--- src/rtl/clock_enable_pkg.sv ---
// Shared types and counter-width helpers for the clock-enable sequencer.
// The sequencer FSM and the per-channel dividers both import this package.
package clock_enable_pkg;

  localparam int unsigned MAX_CH = 8;

  typedef enum logic [1:0] {
    S_WAIT    = 2'd0,
    S_HOLD    = 2'd1,
    S_STAGGER = 2'd2,
    S_RUN     = 2'd3
  } seq_state_t;

  // Width of a counter that must reach rst_cycles without wrapping.
  function automatic int unsigned hold_cnt_w(input int unsigned rst_cycles);
    int unsigned w;
    w = $clog2(rst_cycles + 1);
    return (w < 1) ? 1 : w;
  endfunction

  // Width of the counter spanning the last channel's release offset; never below 1 bit.
  function automatic int unsigned stagger_cnt_w(input int unsigned num_ch,
                                                input int unsigned stagger);
    int unsigned w;
    w = $clog2((num_ch - 1) * stagger + 1);
    return (w < 1) ? 1 : w;
  endfunction

endpackage

--- src/rtl/clock_div_channel.sv ---
// One derived-clock channel: divisor latch, phase counter, registered ce and clk_div.
// The divisor is latched at release and at every terminal count; a zero divisor parks the channel.
module clock_div_channel
  import clock_enable_pkg::*;
#(
  parameter int unsigned DIV_W = 8
) (
  input  logic             clk,
  input  logic             reset_n,
  input  logic             run,
  input  logic [DIV_W-1:0] div,
  output logic             ce,
  output logic             clk_div
);

  logic [DIV_W-1:0] cnt;
  logic [DIV_W-1:0] cnt_next;
  logic [DIV_W-1:0] act_div;
  logic [DIV_W-1:0] act_next;
  logic             ce_next;
  logic             clk_div_next;

  // A new period starts on release (act_div is 0 in reset), after a terminal count,
  // or every cycle while parked on a zero divisor.
  always_comb begin
    cnt_next     = '0;
    act_next     = '0;
    ce_next      = 1'b0;
    clk_div_next = 1'b0;
    if (run) begin
      if ((act_div == '0) || (cnt == act_div - DIV_W'(1))) begin
        act_next = div;
        cnt_next = '0;
      end else begin
        act_next = act_div;
        cnt_next = cnt + DIV_W'(1);
      end
      ce_next      = (act_next != '0) && (cnt_next == act_next - DIV_W'(1));
      clk_div_next = (cnt_next < (act_next >> 1));
    end
  end

  always_ff @(posedge clk) begin
    if (!reset_n) begin
      cnt     <= '0;
      act_div <= '0;
      ce      <= 1'b0;
      clk_div <= 1'b0;
    end else begin
      cnt     <= cnt_next;
      act_div <= act_next;
      ce      <= ce_next;
      clk_div <= clk_div_next;
    end
  end

endmodule

--- src/rtl/clock_enable_sequencer.sv ---
// Lock-qualified reset sequencer releasing NUM_CH divider channels in a staggered order.
// Any sampled loss of lock drops every channel back into reset and restarts the sequence.
module clock_enable_sequencer
  import clock_enable_pkg::*;
#(
  parameter int unsigned NUM_CH     = 2,
  parameter int unsigned DIV_W      = 8,
  parameter int unsigned RST_CYCLES = 32,
  parameter int unsigned STAGGER    = 4
) (
  input  logic                    clk,
  input  logic                    reset_n,
  input  logic                    locked,
  input  logic [NUM_CH*DIV_W-1:0] div,
  output logic [NUM_CH-1:0]       ce,
  output logic [NUM_CH-1:0]       clk_div,
  output logic [NUM_CH-1:0]       reset_ch,
  output logic                    all_released
);

  localparam int unsigned HOLD_W   = hold_cnt_w(RST_CYCLES);
  localparam int unsigned STG_W    = stagger_cnt_w(NUM_CH, STAGGER);
  localparam int unsigned STG_LAST = (NUM_CH - 1) * STAGGER;

  seq_state_t          state;
  seq_state_t          state_next;
  logic [HOLD_W-1:0]   hold_cnt;
  logic [HOLD_W-1:0]   hold_next;
  logic [STG_W-1:0]    stg_cnt;
  logic [STG_W-1:0]    stg_next;
  logic [NUM_CH-1:0]   reset_ch_next;
  logic                all_released_next;
  logic [NUM_CH-1:0]   run_c;

  // Next-state and next-reset decode; loss of lock overrides every state.
  always_comb begin
    state_next    = state;
    hold_next     = hold_cnt;
    stg_next      = stg_cnt;
    reset_ch_next = reset_ch;
    unique case (state)
      S_WAIT: begin
        reset_ch_next = '1;
        hold_next     = '0;
        stg_next      = '0;
        if (locked) begin
          state_next = S_HOLD;
        end
      end
      S_HOLD: begin
        if (hold_cnt == HOLD_W'(RST_CYCLES)) begin
          state_next = (STG_LAST == 0) ? S_RUN : S_STAGGER;
          stg_next   = '0;
          for (int unsigned k = 0; k < NUM_CH; k++) begin
            if (k * STAGGER == 0) begin
              reset_ch_next[k] = 1'b0;
            end
          end
        end else begin
          hold_next = hold_cnt + HOLD_W'(1);
        end
      end
      S_STAGGER: begin
        stg_next = stg_cnt + STG_W'(1);
        for (int unsigned k = 1; k < NUM_CH; k++) begin
          if (stg_next == STG_W'(k * STAGGER)) begin
            reset_ch_next[k] = 1'b0;
          end
        end
        if (stg_next == STG_W'(STG_LAST)) begin
          state_next = S_RUN;
        end
      end
      S_RUN: begin
        reset_ch_next = '0;
      end
      default: begin
        state_next    = S_WAIT;
        reset_ch_next = '1;
      end
    endcase
    if (!locked) begin
      state_next    = S_WAIT;
      hold_next     = '0;
      stg_next      = '0;
      reset_ch_next = '1;
    end
  end

  assign all_released_next = ~|reset_ch_next;
  // Channels follow the reset they are about to receive, so they start and stop on the same edge.
  assign run_c = ~reset_ch_next;

  always_ff @(posedge clk) begin
    if (!reset_n) begin
      state        <= S_WAIT;
      hold_cnt     <= '0;
      stg_cnt      <= '0;
      reset_ch     <= '1;
      all_released <= 1'b0;
    end else begin
      state        <= state_next;
      hold_cnt     <= hold_next;
      stg_cnt      <= stg_next;
      reset_ch     <= reset_ch_next;
      all_released <= all_released_next;
    end
  end

  for (genvar k = 0; k < NUM_CH; k++) begin : g_ch
    clock_div_channel #(
      .DIV_W (DIV_W)
    ) u_ch (
      .clk     (clk),
      .reset_n (reset_n),
      .run     (run_c[k]),
      .div     (div[k*DIV_W +: DIV_W]),
      .ce      (ce[k]),
      .clk_div (clk_div[k])
    );
  end

endmodule

--- config.mk ---
export PLATFORM = sky130hd
export DESIGN_NAME = clock_enable_sequencer
export DESIGN_NICKNAME = d
export VERILOG_FILES = /design/src/rtl/clock_enable_pkg.sv /design/src/rtl/clock_div_channel.sv /design/src/rtl/clock_enable_sequencer.sv
export SDC_FILE = /design/constraint.sdc
export NUM_CORES = 1
export LEC_CHECK = 0
export CORE_MARGIN = 3
export CORE_UTILIZATION = 42
export DETAILED_ROUTE_END_ITERATION = 7
export HOLD_SLACK_MARGIN = 0.08
export SLEW_MARGIN = 20
export SYNTH_ARGS = -nofsm -noshare
export SYNTH_HDL_FRONTEND = slang
export SYNTH_SLANG_ARGS = --single-unit
--- constraint.sdc ---
create_clock -name clk -period 3.53 [get_ports clk]
set_input_delay 0.5295 -clock clk [delete_from_list [all_inputs] [get_ports clk]]
set_output_delay 0.5295 -clock clk [all_outputs]
set_load 0.01 [all_outputs]
==> results.json <==
{
  "synthTopCellsByArea": "dfxtp_1, ha_1, nor2_1",
  "combined_area_of_the_multi_input_logic_cells_mm2": 0.00276,
  "post_synth_inst_count": 484,
  "relSlewSlack_pct": 56.5,
  "ys_ff_latch": 50,
  "netlist.top_cell.by_area": "dfxtp_1",
  "total_number_of_nets_in_the_final_design": 568,
  "final.setup_skew_ns": 0.00745,
  "vias_per_cell": 5.63,
  "core_area_mm2": 0.00885,
  "worst_hold_path.endpoint": "stg_cnt[1]$_SDFFE_PN0P_",
  "totalNegativeSetupSlack_ns": 0,
  "area.sequential_mm2": 0.00101,
  "place_inst": 617,
  "timing.final.crit_share_pct": 94.6,
  "synth_ff_type": "dfxtp_1",
  "worstPathRequired_ns": 3.76,
  "dp_hpwl_mm": 7.90,
  "r2r_setup_slack_ns": 0.19,
  "initial_core_util_pct": 43.9,
  "yosysSeqAreaShare_pct": 25.8,
  "row_count": 34,
  "avgSynthCellArea_um2": 8.02,
  "timing_worst_slew_pin_value_ns": 0.647,
  "timing.hold.ws_ns": 0.485,
  "p_total_mw": 1.59,
  "synth_nets": 533,
  "worst_hold_path.num_cells": 2,
  "worst_ir_drop_vdd_uv": 155,
  "syn_to_layout_area_delta_pct": 17.3,
  "grt_start_max_net_pins": 27,
  "final-hold-violation-count": 0,
  "layout.filler_cells": 860,
  "drive_gt1_share_pct": 14.2,
  "critical_path_class": "flip-flop to flip-flop",
  "power_density_mw_per_mm2": 349,
  "numClockSinks": 50,
  "yosys-top-cells-count": "nor2_1, dfxtp_1, ha_1, nand2_1, a21oi_1",
  "reg2reg_depth": 12,
  "synth_warnings": 0,
  "route.antenna.remaining_nets": 0,
  "clk_pin_slew_worst_paths_ns": 0.10,
  "detail_route.drc_violations": 0,
  "die_width_um": 102,
  "power.leakage_nw": 1.93,
  "critical_path_peak_fanout": 6,
  "syn-cell-area_mm2": 0.00388,
  "die_area_mm2": 0.0104,
  "grt_util_all_layers_pct": 20.3,
  "hold_class": "flip-flop to flip-flop",
  "detailroute.via_count": 3534,
  "finalWorstSetupSlack_ns": 0.192,
  "finalMaxSlewViolations": 0,
  "critical_path.reg2reg.startpoint": "g_ch[0].u_ch.act_div[2]$_SDFF_PN0_",
  "global_route.overflow_total": 0,
  "global_route_wire_length_before_repair_mm": 16.8,
  "first_global_vias": 3355,
  "routed_wire_length_per_instance_um": 16.1,
  "postSynth.asyncResetShare_pct": 0,
  "timing.critical_path.to_type": "flip-flop",
  "worst_hold_startpoint": "stg_cnt[1]$_SDFFE_PN0P_",
  "first_iter_violations": 144,
  "critical_path_arrival_ns": 3.57,
  "synthDominantCellAreaShare_pct": 25.8,
  "clock_latency_on_the_worst_skew_pair_ns": 0.32,
  "status": "finished clean",
  "max_freq_ghz": 0.300,
  "synth-edff-count": 0,
  "num_antenna_cells": 0,
  "worst_flop_to_flop_path_endpoint": "g_ch[0].u_ch.ce$_SDFF_PN0_",
  "maxCapViolCount": 0,
  "cts-root-to-sink-buffers": 2,
  "io-pin-count": 26,
  "cp-start-kind": "flip-flop",
  "finalWirelength_mm": 10.1,
  "finalWorstPathRequiredPeriod_ns": 3.34,
  "detail_route.first_pass.iterations": 5,
  "synthMostInstantiatedCell": "nor2_1",
  "gpl.final_weighted_congestion": 0.928,
  "floorplan_die_height_um": 102,
  "buffer_ports.inserted": 25,
  "placement_setup_slack_ns": -0.0407,
  "cts_tree": "built",
  "post_route_insts_no_fill": 628,
  "antenna_found_initial": 0,
  "setup-violations-final": 0,
  "ys_types": 67,
  "ctsHtreeMaxLevel": 2,
  "cts-buffers-inserted": 5,
  "cts-root-buf": "clkbuf_8"
}
-- logic make-up after synthesis --
kind of cell / synth area share [%]
xor gates and xnor gates: 10.8
buffers and inverters: 5.64
muxes: 5.06
adders and majority gates: 9.93
DFF: 25.8
AOI/OAI and AO/OA: 16.7
and+or+nand+nor: 26.0
-- layer usage --
metal	GRT usage, %	wire length [µm]	share of wire [%]
met1	28.0	4670	46
met2	32.7	4740	47
met3	2.80	462	4.6
met4	7.06	231	2.3
met5	0	0	0
-- timing repair --
action / in CTS / in global routing
pin swaps: 0 / 10
gates resized for setup: 5 / 13
setup buffers: 0 / 3
hold endpoints to repair: 0 / 0
hold buffers: 0 / 0
setup endpoints to repair: 2 / 4
-- metrics by stage --
stage / area [µm²] / utilization (%)
after floorplan: 3890 / -
after global placement: 4320 / 48.8
after detailed placement: 4320 / 48.8
after CTS: 4460 / 50.4
after global routing: 4550 / 51.5
final: 4550 / 51.5
-- how the worst max path moves through the flow --
stage / endpoint / start / depth (start not counted)
2_1_floorplan: g_ch[1].u_ch.ce$_SDFF_PN0_ / g_ch[1].u_ch.act_div[0]$_SDFF_PN0_ / 17
4_1_cts: g_ch[0].u_ch.ce$_SDFF_PN0_ / g_ch[0].u_ch.act_div[0]$_SDFF_PN0_ / 14
3_5_place_dp: g_ch[0].u_ch.ce$_SDFF_PN0_ / g_ch[0].u_ch.act_div[0]$_SDFF_PN0_ / 15
5_1_grt: g_ch[1].u_ch.ce$_SDFF_PN0_ / g_ch[1].u_ch.act_div[0]$_SDFF_PN0_ / 14
3_3_place_gp: g_ch[0].u_ch.ce$_SDFF_PN0_ / g_ch[0].u_ch.act_div[0]$_SDFF_PN0_ / 15
6_report: g_ch[0].u_ch.ce$_SDFF_PN0_ / g_ch[0].u_ch.act_div[2]$_SDFF_PN0_ / 12
-- area by class of cell --
type | count | area share [%]
tap | 108 | 2.97
timing repair buffer | 52 | 10.0
multi-input combinational | 390 | 60.6
clock inverter | 2 | 0.852
inverter | 20 | 1.65
sequential | 50 | 22.1
clock buffer | 6 | 1.81
-- registers in the layout, summed over array words and instances, names as in the netlist --
register / count
g_ch.u_ch.act_div: 16
g_ch.u_ch.cnt: 16
hold_cnt: 6
stg_cnt: 3
g_ch.u_ch.ce: 2
g_ch.u_ch.clk_div: 2
reset_ch: 2
state: 2
all_released: 1
-- where the power goes --
part	leakage [nW]	internal (mW)	switching, mW
logic	1.47	0.255	0.293
registers	0.406	0.575	0.0129
clock network	0.0618	0.234	0.218
total	1.93	1.06	0.524
-- worst max-delay path: stages (launching register included) --
cell and delay (ns):
dfxtp_1 0.40, or3_4 0.45, or3_4 0.38, xnor2_2 0.21, nand4_4 0.16, nand2_4 0.13
nand2_1 0.09, a21boi_2 0.19, ha_1 0.22, nor4b_1 0.16, o32a_1 0.34, mux2_2 0.27
nor4_2 0.25
-- cell usage in the layout, fill, tap and decap left out, types with 3 or more instances in the layout --
cell type and n:
nor2_1 74, dfxtp_1 46, nand2_1 30, ha_1 27, a21oi_1 26, buf_4 26
xor2_1 25, clkdlybuf4s50_1 25, xnor2_1 21, inv_1 20, nand3_1 18, nor3_1 16
o21ai_0 14, mux2i_1 14, and3_1 8, nor2b_1 7, or3_1 6, clkbuf_8 6
a31oi_1 5, a21boi_0 5, a211oi_1 5, mux2_2 5, nand2b_1 4, a22oi_1 4
nand4_1 4, dfxtp_2 4, and3b_1 3, or3_4 3, nor4_1 3, a21oi_2 3
and2_1 3, or2_2 3, o211a_1 3, nor3b_1 3
No activity file was read; power rests on OpenSTA's default activity.
